[src/rtl/seq_decoder_nx.sv]
`default_nettype none
// seq_decoder_nx: registered N-to-2^N one-hot/one-cold decoder with a valid/ready request
// port, an enable, and a SCAN mode that walks every output line for DWELL cycles each.
module seq_decoder_nx #(
  parameter int N          = 3,
  parameter int DWELL      = 4,
  parameter int ACTIVE_LOW = 0
) (
  input  logic              clk,
  input  logic              rst,
  input  logic              en,
  input  logic              mode,
  input  logic              in_valid,
  output logic              in_ready,
  input  logic [N-1:0]      a,
  output logic [2**N-1:0]   f,
  output logic              f_valid,
  output logic [N-1:0]      idx,
  output logic              busy
);

  localparam int W  = 2**N;
  localparam int CW = $clog2(DWELL + 1);
  localparam logic [W-1:0]  INACTIVE  = (ACTIVE_LOW != 0) ? {W{1'b1}} : {W{1'b0}};
  localparam logic [CW-1:0] DWELL_C   = CW'(DWELL);
  localparam logic [N-1:0]  LAST_STEP = {N{1'b1}};

  typedef enum logic [1:0] {IDLE, DECODE, SCAN} state_t;

  state_t        state, state_nxt;
  logic [CW-1:0] cnt, cnt_nxt;
  logic [N-1:0]  steps, steps_nxt;
  logic [N-1:0]  idx_nxt;
  logic [W-1:0]  f_nxt;
  logic          fv_nxt;
  logic          accept;

  // Polarity is folded in here so the rest of the logic only deals with indices.
  function automatic logic [W-1:0] drive_line(input logic [N-1:0] k);
    logic [W-1:0] oh;
    oh = {{(W-1){1'b0}}, 1'b1} << k;
    return oh ^ INACTIVE;
  endfunction

  assign in_ready = en & (state != SCAN);
  assign accept   = in_valid & in_ready;
  assign busy     = (state == SCAN);

  always_comb begin
    state_nxt = state;
    cnt_nxt   = cnt;
    steps_nxt = steps;
    idx_nxt   = idx;
    f_nxt     = f;
    fv_nxt    = 1'b0;
    if (!en) begin
      state_nxt = IDLE;
      f_nxt     = INACTIVE;
    end else if (accept) begin
      state_nxt = mode ? SCAN : DECODE;
      idx_nxt   = a;
      f_nxt     = drive_line(a);
      fv_nxt    = 1'b1;
      cnt_nxt   = CW'(1);
      steps_nxt = '0;
    end else if (state == SCAN) begin
      if (cnt >= DWELL_C) begin
        cnt_nxt = CW'(1);
        // steps counts completed index changes; after the last one the walk has covered all lines
        if (steps == LAST_STEP) begin
          state_nxt = IDLE;
          f_nxt     = INACTIVE;
        end else begin
          steps_nxt = steps + 1'b1;
          idx_nxt   = idx + 1'b1;
          f_nxt     = drive_line(idx + 1'b1);
          fv_nxt    = 1'b1;
        end
      end else begin
        cnt_nxt = cnt + 1'b1;
      end
    end
  end

  always_ff @(posedge clk or posedge rst) begin
    if (rst) begin
      state   <= IDLE;
      cnt     <= '0;
      steps   <= '0;
      idx     <= '0;
      f       <= INACTIVE;
      f_valid <= 1'b0;
    end else begin
      state   <= state_nxt;
      cnt     <= cnt_nxt;
      steps   <= steps_nxt;
      idx     <= idx_nxt;
      f       <= f_nxt;
      f_valid <= fv_nxt;
    end
  end

endmodule
`default_nettype wire
[config.mk]
export PLATFORM = sky130hd
export DESIGN_NAME = seq_decoder_nx
export DESIGN_NICKNAME = d
export VERILOG_FILES = /design/src/rtl/seq_decoder_nx.sv
export SDC_FILE = /design/constraint.sdc
export NUM_CORES = 1
export LEC_CHECK = 0
export BUFFER_PORTS_ARGS = -buffer_cell sky130_fd_sc_hd__buf_2
export CELL_PAD_IN_SITES_DETAIL_PLACEMENT = 0
export CELL_PAD_IN_SITES_GLOBAL_PLACEMENT = 2
export CORE_ASPECT_RATIO = 2
export CORE_UTILIZATION = 37
export CTS_CLUSTER_DIAMETER = 80
export DETAILED_ROUTE_END_ITERATION = 16
export HOLD_SLACK_MARGIN = 0.15
export PLACE_DENSITY_LB_ADDON = 0.1
export SKIP_LAST_GASP = 1
export SYNTH_ARGS = -nofsm -noshare
export SYNTH_HDL_FRONTEND = slang
export SYNTH_SLANG_ARGS = --single-unit
[constraint.sdc]
create_clock -name clk -period 4.2 [get_ports clk]
set_input_delay 0.63 -clock clk [delete_from_list [all_inputs] [get_ports clk]]
set_output_delay 0.63 -clock clk [all_outputs]
set_load 0.03 [all_outputs]
==> flow_metrics.py, run 1 <==
metrics = {
    "clocking": {
        "cts_root_buf": "clkbuf_8",
        "cts_tree": "yes",
        "clkLatencyLatePin_ns": 0.26,
        "ctsResizeCount": 0,
        "path_clk_slew_ns": 0.07,
        "numCtsBuffers": 3,
        "cts_hold_buf": 0,
        "htreeDepth": 1,
        "postCtsSetupBuffers": 0,
        "clock-sinks": 20,
        "clock_path_buffers": 2,
    },
    "routing": {
        "drt_iter0_drc": 16,
        "wirelength_um": 2410,
        "vias": 839,
        "viasPerCell": 5.41,
        "antenna_left": 0,
        "top_layer": "met4",
        "wl_met1_um": 940,
        "met2_length_um": 1360,
        "wl_met3_um": 56,
        "wl_per_cell_um": 15.5,
        "first_pass_iters": 4,
        "drcViolationCount": 0,
    },
    "setup_path": {
        "crit_required_ns": 3.57,
        "end_kind": "primary output",
        "crit_path_max_fanout": 7,
        "critPathLaunchType": "flip-flop",
        "critical_path_class": "flip-flop to primary output",
        "cp.arrival_ns": 1.22,
    },
    "floorplan": {
        "core_area_um2": 2910,
        "dieArea_um2": 3270,
        "num_rows": 28,
        "die_w_um": 41.0,
        "start_util_pct": 38.6,
        "die_h_um": 79.9,
        "io_pins": 22,
    },
    "grt": {
        "grt_pass1_vias": 793,
        "grt_start_max_net_pins": 21,
        "track_usage_pct": 16.7,
        "grt_pass1_wl_um": 3680,
        "grt_antenna_before_repair": 0,
        "grt-ovfl-total": 0,
    },
    "min_path": {
        "hp-class": "primary input to asynchronous set/reset pin",
    },
    "logic_synthesis": {
        "synth_nets": 121,
        "ys_seq_area_share_pct": 44.5,
        "async_flop_share_pct": 100,
        "synth-edff-count": 0,
        "syn-mean-instance-area_um2": 10.8,
        "synth_area_um2": 1120,
        "synth_warnings": 0,
        "synth-seq-cells": 20,
        "ys.flop_type": "dfrtp_1",
        "synth_cells": 104,
        "synth.distinct_cells": 34,
    },
    "cells_and_area": {
        "drive_above_1_share_pct": 24.8,
        "antennaDiodeCount": 0,
        "area_growth_pct": 15.4,
        "postLayoutCoreUtil_pct": 44.6,
        "layout.nets": 143,
        "final-instance-count-excl-fill": 155,
        "finish.instance_area_um2": 1300,
    },
    "placement": {
        "globalplace.congestion": 0.732,
        "numPlacedInstances": 151,
        "dp_hpwl_um": 1920,
        "io_buffer_count": 21,
        "place_area_um2": 1240,
    },
    "sta": {
        "finalSetupViolCount": 0,
        "layout_min_cycle_time_ns": 1.85,
        "worstMarginPinSlew_ns": 0.745,
        "fin_crit_sh_pct": 44.0,
        "maxSlewViolCount": 0,
        "hold_viol": 0,
        "maxSlewHeadroom_pct": 50.3,
        "finClkSkew_ns": 0.00264,
        "fmax_ghz": 0.541,
        "rsz0062_at_grt": "false",
        "fin_setup_tns_ns": 0,
    },
    "power": {
        "ir_drop_v": 0.000231,
        "p_total_mw": 0.502,
        "power_per_cell_area_nw_per_um2": 387,
        "p_leak_nw": 0.693,
    },
    "status": {
        "status": "completed",
    },
    "job": {
        "cap_violations": 0,
    },
}
==> cell usage in the layout, fill, tap and decap left out, types with 2 or more instances in the layout <==
master,n
a221o_1,8
a22o_1,3
and3_1,2
and3b_1,3
buf_2,21
clkbuf_8,4
dfrtp_1,20
ha_1,9
inv_1,8
mux2i_1,4
nand2_1,8
nand3_1,2
nor2_1,6
nor2b_1,2
nor3b_1,5
o21ai_0,2
xnor2_1,2
==> cells by family (layout without fill, tap and decap cells) <==
group	count (synthesis)	after routing	synth area share (%)
XOR/XNOR	3	3	2.34
multiplexers	4	4	3.56
buffers and inverters	12	33	4.90
AND/OR/NAND/NOR	38	38	21.0
adder cells (fa/ha/maj)	9	9	10.0
AO/OA/AOI/OAI	18	18	13.6
flip-flops	20	20	44.5
==> layer usage <==
layer | vias to the layer above | GRT usage [%]
met4 | 0 | 8.00
met3 | 5 | 1.67
li1 | 410 | -
met2 | 20 | 29.7
met1 | 404 | 17.6
met5 | - | 0
==> registers in the layout, indices dropped and copies added (netlist names) <==
register,flops
cnt,3
f,8
f_valid,1
idx,3
state,2
steps,3
==> stage by stage <==
step | hold WS (ns) | setup slack, ns
global placement | 0.491 | 2.44
global route | 0.544 | 2.30
CTS | 0.514 | 2.35
finish | 0.487 | 2.35
floorplan | 0.470 | 2.53
detailed placement | 0.497 | 2.43
==> worst max-delay path, cell delays in order, from the launching register on <==
cell      delay [ns]
dfrtp_1         0.42
nand2b_4        0.18
and2_2          0.19
buf_2           0.17
==> synthesized netlist by cell type (2+ instances only) <==
library cell	n	area share, %
a22o_1	3	2.3
nor2_1	6	2.0
dfrtp_1	20	45
nor2b_1	2	1.1
buf_2	2	0.89
ha_1	9	10
mux2i_1	4	3.6
and3_1	2	1.1
nor3b_1	5	3.3
nand3_1	2	0.89
a221o_1	8	7.1
and3b_1	3	2.3
o21ai_0	2	0.89
nand2_1	8	2.7
inv_1	8	2.7
xnor2_1	2	1.6
==> area by class of cell <==
cell class	count	area [µm²]
inverter	8	30.0
clock buffer	4	55.1
fill	291	1610
tap	30	37.5
multi-input combinational	72	568
sequential	20	500
timing repair buffer	21	105
==> report_power, final <==
| group | total, mW | switching, mW | internal, mW |
|---|---|---|---|
| clock | 0.148 | 0.0642 | 0.0835 |
| sequential | 0.228 | 0.0189 | 0.209 |
| combinational | 0.126 | 0.0785 | 0.0478 |
| total | 0.502 | 0.162 | 0.340 |
==> path summary, 6_finish.rpt <==
check	startpoint	end	slack, ns	cells past startpoint
setup reg to reg	idx[0]	f[2]	2.52	5
setup / recovery	state[0]	in_ready	2.35	3
max in group asynchronous	rst	f[6]	3.25	2
hold reg to reg	f[5]	f[5]	0.51	1
min in group clk	f[5]	f[5]	0.51	1
hold / removal	rst	f_valid	0.49	2
No activity file was read; power rests on OpenSTA's default activity.
==> inputs of run 2 (changes only) <==
--- a/config.mk
+++ b/config.mk
@@ -9,7 +9,7 @@
 export CELL_PAD_IN_SITES_DETAIL_PLACEMENT = 0
 export CELL_PAD_IN_SITES_GLOBAL_PLACEMENT = 2
 export CORE_ASPECT_RATIO = 2
-export CORE_UTILIZATION = 37
+export CORE_UTILIZATION = 34
 export CTS_CLUSTER_DIAMETER = 80
 export DETAILED_ROUTE_END_ITERATION = 16
 export HOLD_SLACK_MARGIN = 0.15
==> constraint.sdc (replaced) <==
create_clock -name clk -period 1.85 [get_ports clk]
set_input_delay 0.2775 -clock clk [delete_from_list [all_inputs] [get_ports clk]]
set_output_delay 0.2775 -clock clk [all_outputs]
set_load 0.03 [all_outputs]
==> run 2 against run 1 <==
Utilization shrank 3.1 points. Clock power rose by 91%. Die area increased by 8.5%. Critical path depth increased by 2. First-iteration DRC count down 31%. Sequential power increased by 120%. Routed wire length up 5.7%. Final area up 0.97%. Flip-flop and latch count did not move. Setup slack lost 2.2 ns. Critical path type is now flip-flop to flip-flop. Largest power group unchanged.
==> flow_metrics.py, run 2 (synthesis gave the netlist of run 1 again) <==
metrics = {
    "status": {
        "status": "completed",
    },
    "sta": {
        "finalSetupViolCount": 0,
        "rsz0062_at_grt": "false",
        "hold_viol": 0,
        "fmax_ghz": 0.584,
        "worstMarginPinSlew_ns": 0.384,
        "worst_slack_ns": 0.137,
        "layout_min_cycle_time_ns": 1.71,
        "fin_crit_sh_pct": 92.6,
        "finClkSkew_ns": 0.00128,
        "fin_setup_tns_ns": 0,
        "maxSlewHeadroom_pct": 74.3,
        "maxSlewViolCount": 0,
    },
    "setup_path": {
        "cp_slowest_stage_delay_ns": 0.47,
        "rr_startpoint": "idx[0]",
        "cp.arrival_ns": 1.91,
        "critPathLaunchType": "flip-flop",
        "regToRegSetupSlack_ns": 0.14,
        "r2r-end": "f[4]",
        "path_delay_family": "flip-flops",
        "worst_path_max_delay_cell": "dfrtp_1",
        "cp.depth": 5,
        "cp_cell_sequence": "ha_1, xor2_1, nand2b_1, nor3b_1, a221o_1",
        "critical_path_class": "flip-flop to flip-flop",
        "crit_required_ns": 2.04,
        "ff2ff_path_depth": 5,
        "end_kind": "flip-flop",
        "crit_path_max_fanout": 6,
        "path_buf_inv": 0,
    },
    "placement": {
        "globalplace.congestion": 0.781,
        "io_buffer_count": 21,
        "pre_cts_slack_ns": 0.128,
        "numPlacedInstances": 154,
        "dp_hpwl_um": 2050,
        "place_area_um2": 1260,
    },
    "job": {
        "cap_violations": 0,
    },
    "min_path": {
        "hold_start": "mode",
        "whs_path_depth": 4,
        "holdPathEnd": "state[0]",
        "hp-class": "primary input to flip-flop",
    },
    "cells_and_area": {
        "final-instance-count-excl-fill": 158,
        "final_cell_mix": "buf_2 (21), dfrtp_1 (20), ha_1 (9)",
        "top_register": "f",
        "layout.nets": 146,
        "finish.instance_area_um2": 1310,
        "antennaDiodeCount": 0,
        "layout_commonest_cell": "buf_2",
        "postLayoutCoreUtil_pct": 41.5,
        "largest_reg_flops": 8,
        "drive_above_1_share_pct": 25.2,
        "area_growth_pct": 16.5,
    },
    "grt": {
        "track_usage_pct": 16.1,
        "grt_pass1_vias": 939,
        "grt_antenna_before_repair": 0,
        "grt_start_max_net_pins": 21,
        "grt_pass1_wl_um": 4310,
        "grt-ovfl-total": 0,
    },
    "clocking": {
        "htreeDepth": 1,
        "clock_path_buffers": 2,
        "numCtsBuffers": 3,
        "clock-sinks": 20,
        "cts_root_buf": "clkbuf_8",
        "postCtsSetupBuffers": 0,
        "clkLatencyLatePin_ns": 0.25,
        "path_clk_slew_ns": 0.07,
        "cts_tree": "yes",
    },
    "routing": {
        "viasPerCell": 5.32,
        "antenna_left": 0,
        "wl_per_cell_um": 16.1,
        "first_pass_iters": 3,
        "wirelength_um": 2550,
        "drcViolationCount": 0,
        "drt_iter0_drc": 11,
        "vias": 841,
    },
    "floorplan": {
        "die_h_um": 83.3,
        "io_pins": 22,
        "start_util_pct": 35.6,
        "num_rows": 29,
        "dieArea_um2": 3550,
        "core_area_um2": 3160,
        "die_w_um": 42.7,
    },
    "power": {
        "ir_drop_v": 0.000378,
        "p_leak_nw": 0.699,
        "power_per_cell_area_nw_per_um2": 853,
    },
}
run 2: per-stage QoR:
stage	hold WS, ns	total power [mW]
floorplan	0.241	0.731
global placement	0.318	0.847
detailed placement	0.330	0.849
CTS	0.282	1.14
global route	0.283	1.19
finish	0.282	1.12
run 2: layout make-up:
cell class                      count  area (µm²)
Timing Repair Buffer               24         130
Sequential cell                    20         500
Tap cell                           31        38.8
Fill cell                         328        1850
Multi-Input combinational cell     72         568
Inverter                            8        30.0
Clock buffer                        3        41.3
run 2: where the power goes:
part	leakage [nW]	switching, mW	internal (mW)	total, mW
Clock	0.0216	0.138	0.145	0.283
Combinational	0.413	0.198	0.127	0.325
Sequential	0.265	0.0345	0.474	0.509
run 2: timing repair:
action                                  CTS  global route
endpoints found under the hold margin    20             0
hold buffers                              1             0
gates resized for setup                   0             0
endpoints found under the setup margin    0             0
run 2: how the worst max path moves through the flow:
stage,startpoint,end,slack (ns)
2_1_floorplan,idx[0],f[2],0.18
3_3_place_gp,idx[0],f[0],0.13
3_5_place_dp,idx[0],f[0],0.13
4_1_cts,idx[0],f[0],0.11
5_1_grt,idx[0],f[4],0.007
6_report,idx[0],f[4],0.14
run 2: metal layers:
layer  global-route usage, %  wire [µm]  up-vias  part of all wire (%)
met3                    2.39         71        6                   2.8
met5                       0          0        -                     0
li1                        -          -      414                     -
met1                    15.7        922      399                    36
met4                    7.95         62        0                   2.4
met2                    30.4       1490       22                    59
run 2: worst register-to-register path, cell delays in order (launching register included):
cell and delay (ns):
dfrtp_1 0.47, ha_1 0.30, xor2_1 0.26, nand2b_1 0.16, nor3b_1 0.31, a221o_1 0.16
==> inputs of run 3 (changes only) <==
--- a/config.mk
+++ b/config.mk
@@ -5,11 +5,12 @@
 export SDC_FILE = /design/constraint.sdc
 export NUM_CORES = 1
 export LEC_CHECK = 0
+export ABC_AREA = 1
 export BUFFER_PORTS_ARGS = -buffer_cell sky130_fd_sc_hd__buf_2
 export CELL_PAD_IN_SITES_DETAIL_PLACEMENT = 0
 export CELL_PAD_IN_SITES_GLOBAL_PLACEMENT = 2
 export CORE_ASPECT_RATIO = 2
-export CORE_UTILIZATION = 34
+export CORE_UTILIZATION = 33
 export CTS_CLUSTER_DIAMETER = 80
 export DETAILED_ROUTE_END_ITERATION = 16
 export HOLD_SLACK_MARGIN = 0.15
==> constraint.sdc (replaced) <==
create_clock -name clk -period 2.1 [get_ports clk]
set_input_delay 0.315 -clock clk [delete_from_list [all_inputs] [get_ports clk]]
set_output_delay 0.315 -clock clk [all_outputs]
set_load 0.03 [all_outputs]
==> run 3 against run 2 <==
Utilization shrank 2.0 points. Sequential share of layout area shrank 3.5 points. Fmax grew 13%. Setup slack gained 0.45 ns. Critical path depth grew 3. Clock skew grew 0.0020 ns. Flip-flop and latch count is the same. Critical endpoint is now steps[2].
==> flow_metrics.py, run 3 <==
metrics = {
    "setup_path": {
        "critical_path_class": "flip-flop to flip-flop",
        "crit_required_ns": 2.24,
        "cp.arrival_ns": 1.65,
        "crit_path_max_fanout": 10,
        "critPathLaunchType": "flip-flop",
        "end_kind": "flip-flop",
        "regToRegSetupSlack_ns": 0.59,
    },
    "sta": {
        "fmax_ghz": 0.662,
        "fin_setup_tns_ns": 0,
        "maxSlewHeadroom_pct": 47.8,
        "fin_crit_sh_pct": 71.9,
        "layout_min_cycle_time_ns": 1.51,
        "worstMarginPinSlew_ns": 0.783,
        "finalSetupViolCount": 0,
        "maxSlewViolCount": 0,
        "hold_viol": 0,
        "finClkSkew_ns": 0.00332,
        "rsz0062_at_grt": "false",
    },
    "routing": {
        "drcViolationCount": 0,
        "viasPerCell": 4.52,
        "drt_iter0_drc": 20,
        "first_pass_iters": 4,
        "wirelength_um": 2860,
        "vias": 1095,
        "antenna_left": 0,
        "wl_per_cell_um": 11.8,
    },
    "power": {
        "ir_drop_v": 0.000559,
        "p_leak_nw": 0.858,
        "power_per_cell_area_nw_per_um2": 958,
        "p_total_mw": 1.38,
    },
    "clocking": {
        "ctsResizeCount": 0,
        "cts_root_buf": "clkbuf_8",
        "clock-sinks": 20,
        "numCtsBuffers": 3,
        "clock_path_buffers": 2,
        "cts_hold_buf": 0,
        "clkLatencyLatePin_ns": 0.25,
        "cts_tree": "yes",
        "path_clk_slew_ns": 0.07,
        "postCtsSetupBuffers": 0,
        "htreeDepth": 1,
    },
    "placement": {
        "dp_hpwl_um": 2310,
        "io_buffer_count": 21,
        "globalplace.congestion": 0.733,
    },
    "floorplan": {
        "num_rows": 31,
        "die_w_um": 45.7,
        "dieArea_um2": 4090,
        "start_util_pct": 34.6,
        "die_h_um": 89.4,
        "io_pins": 22,
        "core_area_um2": 3650,
    },
    "logic_synthesis": {
        "synthMuxAreaShare_pct": 0,
        "ys_top_cells_by_count": "nand2_1 (60), inv_1 (22), nand3_1 (22), dfrtp_1 (20), nor2_1 (10)",
        "synth.distinct_cells": 23,
        "synth-edff-count": 0,
        "syn-mean-instance-area_um2": 7.29,
        "synth.most_common_cell": "nand2_1",
        "synth-xor-area-share_pct": 0,
        "synth_fa_ha_area_share_pct": 8.93,
        "synth_warnings": 0,
        "synth_area_leaders": "dfrtp_1 (40%), nand2_1 (18%), ha_1 (8.9%), nand3_1 (8.7%), inv_1 (6.5%)",
        "synth_nets": 190,
        "synth-seq-cells": 20,
        "synth_area_um2": 1260,
        "ys.flop_type": "dfrtp_1",
        "synth_cells": 173,
        "async_flop_share_pct": 100,
        "synth_compound_area_share_pct": 2.78,
        "synth_top_family_by_area": "simple AND/OR/NAND/NOR gates",
        "synth_simple_gate_area_share_pct": 38.2,
        "synth_top_area_share_pct": 39.7,
        "yosysTopAreaCell": "dfrtp_1",
        "ys_seq_area_share_pct": 39.7,
    },
    "cells_and_area": {
        "regArea_um2": 500,
        "drive_above_1_share_pct": 18.1,
        "top_register": "f",
        "layout_commonest_cell": "nand2_1",
        "final_cell_mix": "nand2_1 (60), inv_1 (22), nand3_1 (22)",
        "fill_cells": 432,
        "postLayoutCoreUtil_pct": 39.5,
        "layout.nets": 212,
        "largest_reg_flops": 8,
        "multiInputGateArea_um2": 629,
        "area_growth_pct": 14.1,
        "antennaDiodeCount": 0,
    },
    "grt": {
        "grt_antenna_before_repair": 0,
        "grt_pass1_wl_um": 4990,
        "grt_util_met3_pct": 1.82,
        "grt-busiest-layer": "met2",
        "grt-ovfl-total": 0,
        "grt_start_max_net_pins": 25,
        "grt_pass1_vias": 1086,
        "track_usage_pct": 16.7,
        "met1_usage_pct": 18.8,
        "met2_usage_pct": 30.9,
    },
    "job": {
        "cap_violations": 0,
    },
    "status": {
        "status": "completed",
    },
    "min_path": {
        "hp-class": "primary input to asynchronous set/reset pin",
    },
}
[run 3: changes by cell type after synthesis, moves of 5 or more]
cell,previous run,this run
nand3_1,2,22
inv_1,8,22
nor3b_1,5,0
a221o_1,8,0
nand2_1,8,60
[run 3: layout make-up]
cell class | count | share of cell area [%]
sequential | 20 | 34.8
clock buffer | 3 | 2.87
inverter | 27 | 7.04
multi-input combinational | 122 | 43.7
tap | 49 | 4.26
timing repair buffer | 21 | 7.30
[run 3: worst paths after layout]
kind | startpoint | end | cells after the start
max in group asynchronous | rst | f[6] | 2
worst max-delay path | steps[0] | steps[2] | 8
worst min register to register | f[7] | f[7] | 2
worst min-delay path | rst | f[3] | 2
worst max register to register | steps[0] | steps[2] | 8
min in group clk | mode | state[1] | 3
[run 3: cells by family (layout without fill, tap and decap cells)]
logic type | count (synthesis) | count (layout)
DFF | 20 | 20
adders and majority gates | 9 | 9
buffers and inverters | 31 | 51
and+or+nand+nor | 106 | 106
AOI/OAI and AO/OA | 7 | 7
[run 3: per-layer routing]
layer / wire (µm) / up-vias
met1: 1110 / 503
met2: 1670 / 13
met5: 0 / -
li1: - / 577
met4: 30 / 0
met3: 49 / 2
[run 3: stage by stage]
stage	cell area, µm²	cells	hold slack (ns)	setup WS, ns
2_1_floorplan	1260	173	0.279	0.704
3_3_place_gp	1400	239	0.460	0.624
3_5_place_dp	1400	239	0.460	0.573
4_1_cts	1440	242	0.229	0.549
5_1_grt	1440	242	0.273	0.430
6_report	1440	242	0.202	0.590
[run 3: critical path: stages (launching register included)]
cell and delay [ns]:
dfrtp_1 0.39, ha_1 0.20, ha_1 0.20, inv_2 0.14
nand4_2 0.16, nand2_4 0.15, inv_2 0.06, nand2_1 0.06
nand2_1 0.05
[run 3: where the power goes]
part / leakage (nW) / internal, mW / switching [mW]
sequential: 0.260 / 0.473 / 0.0706
combinational: 0.576 / 0.194 / 0.399
clock: 0.0216 / 0.127 / 0.115
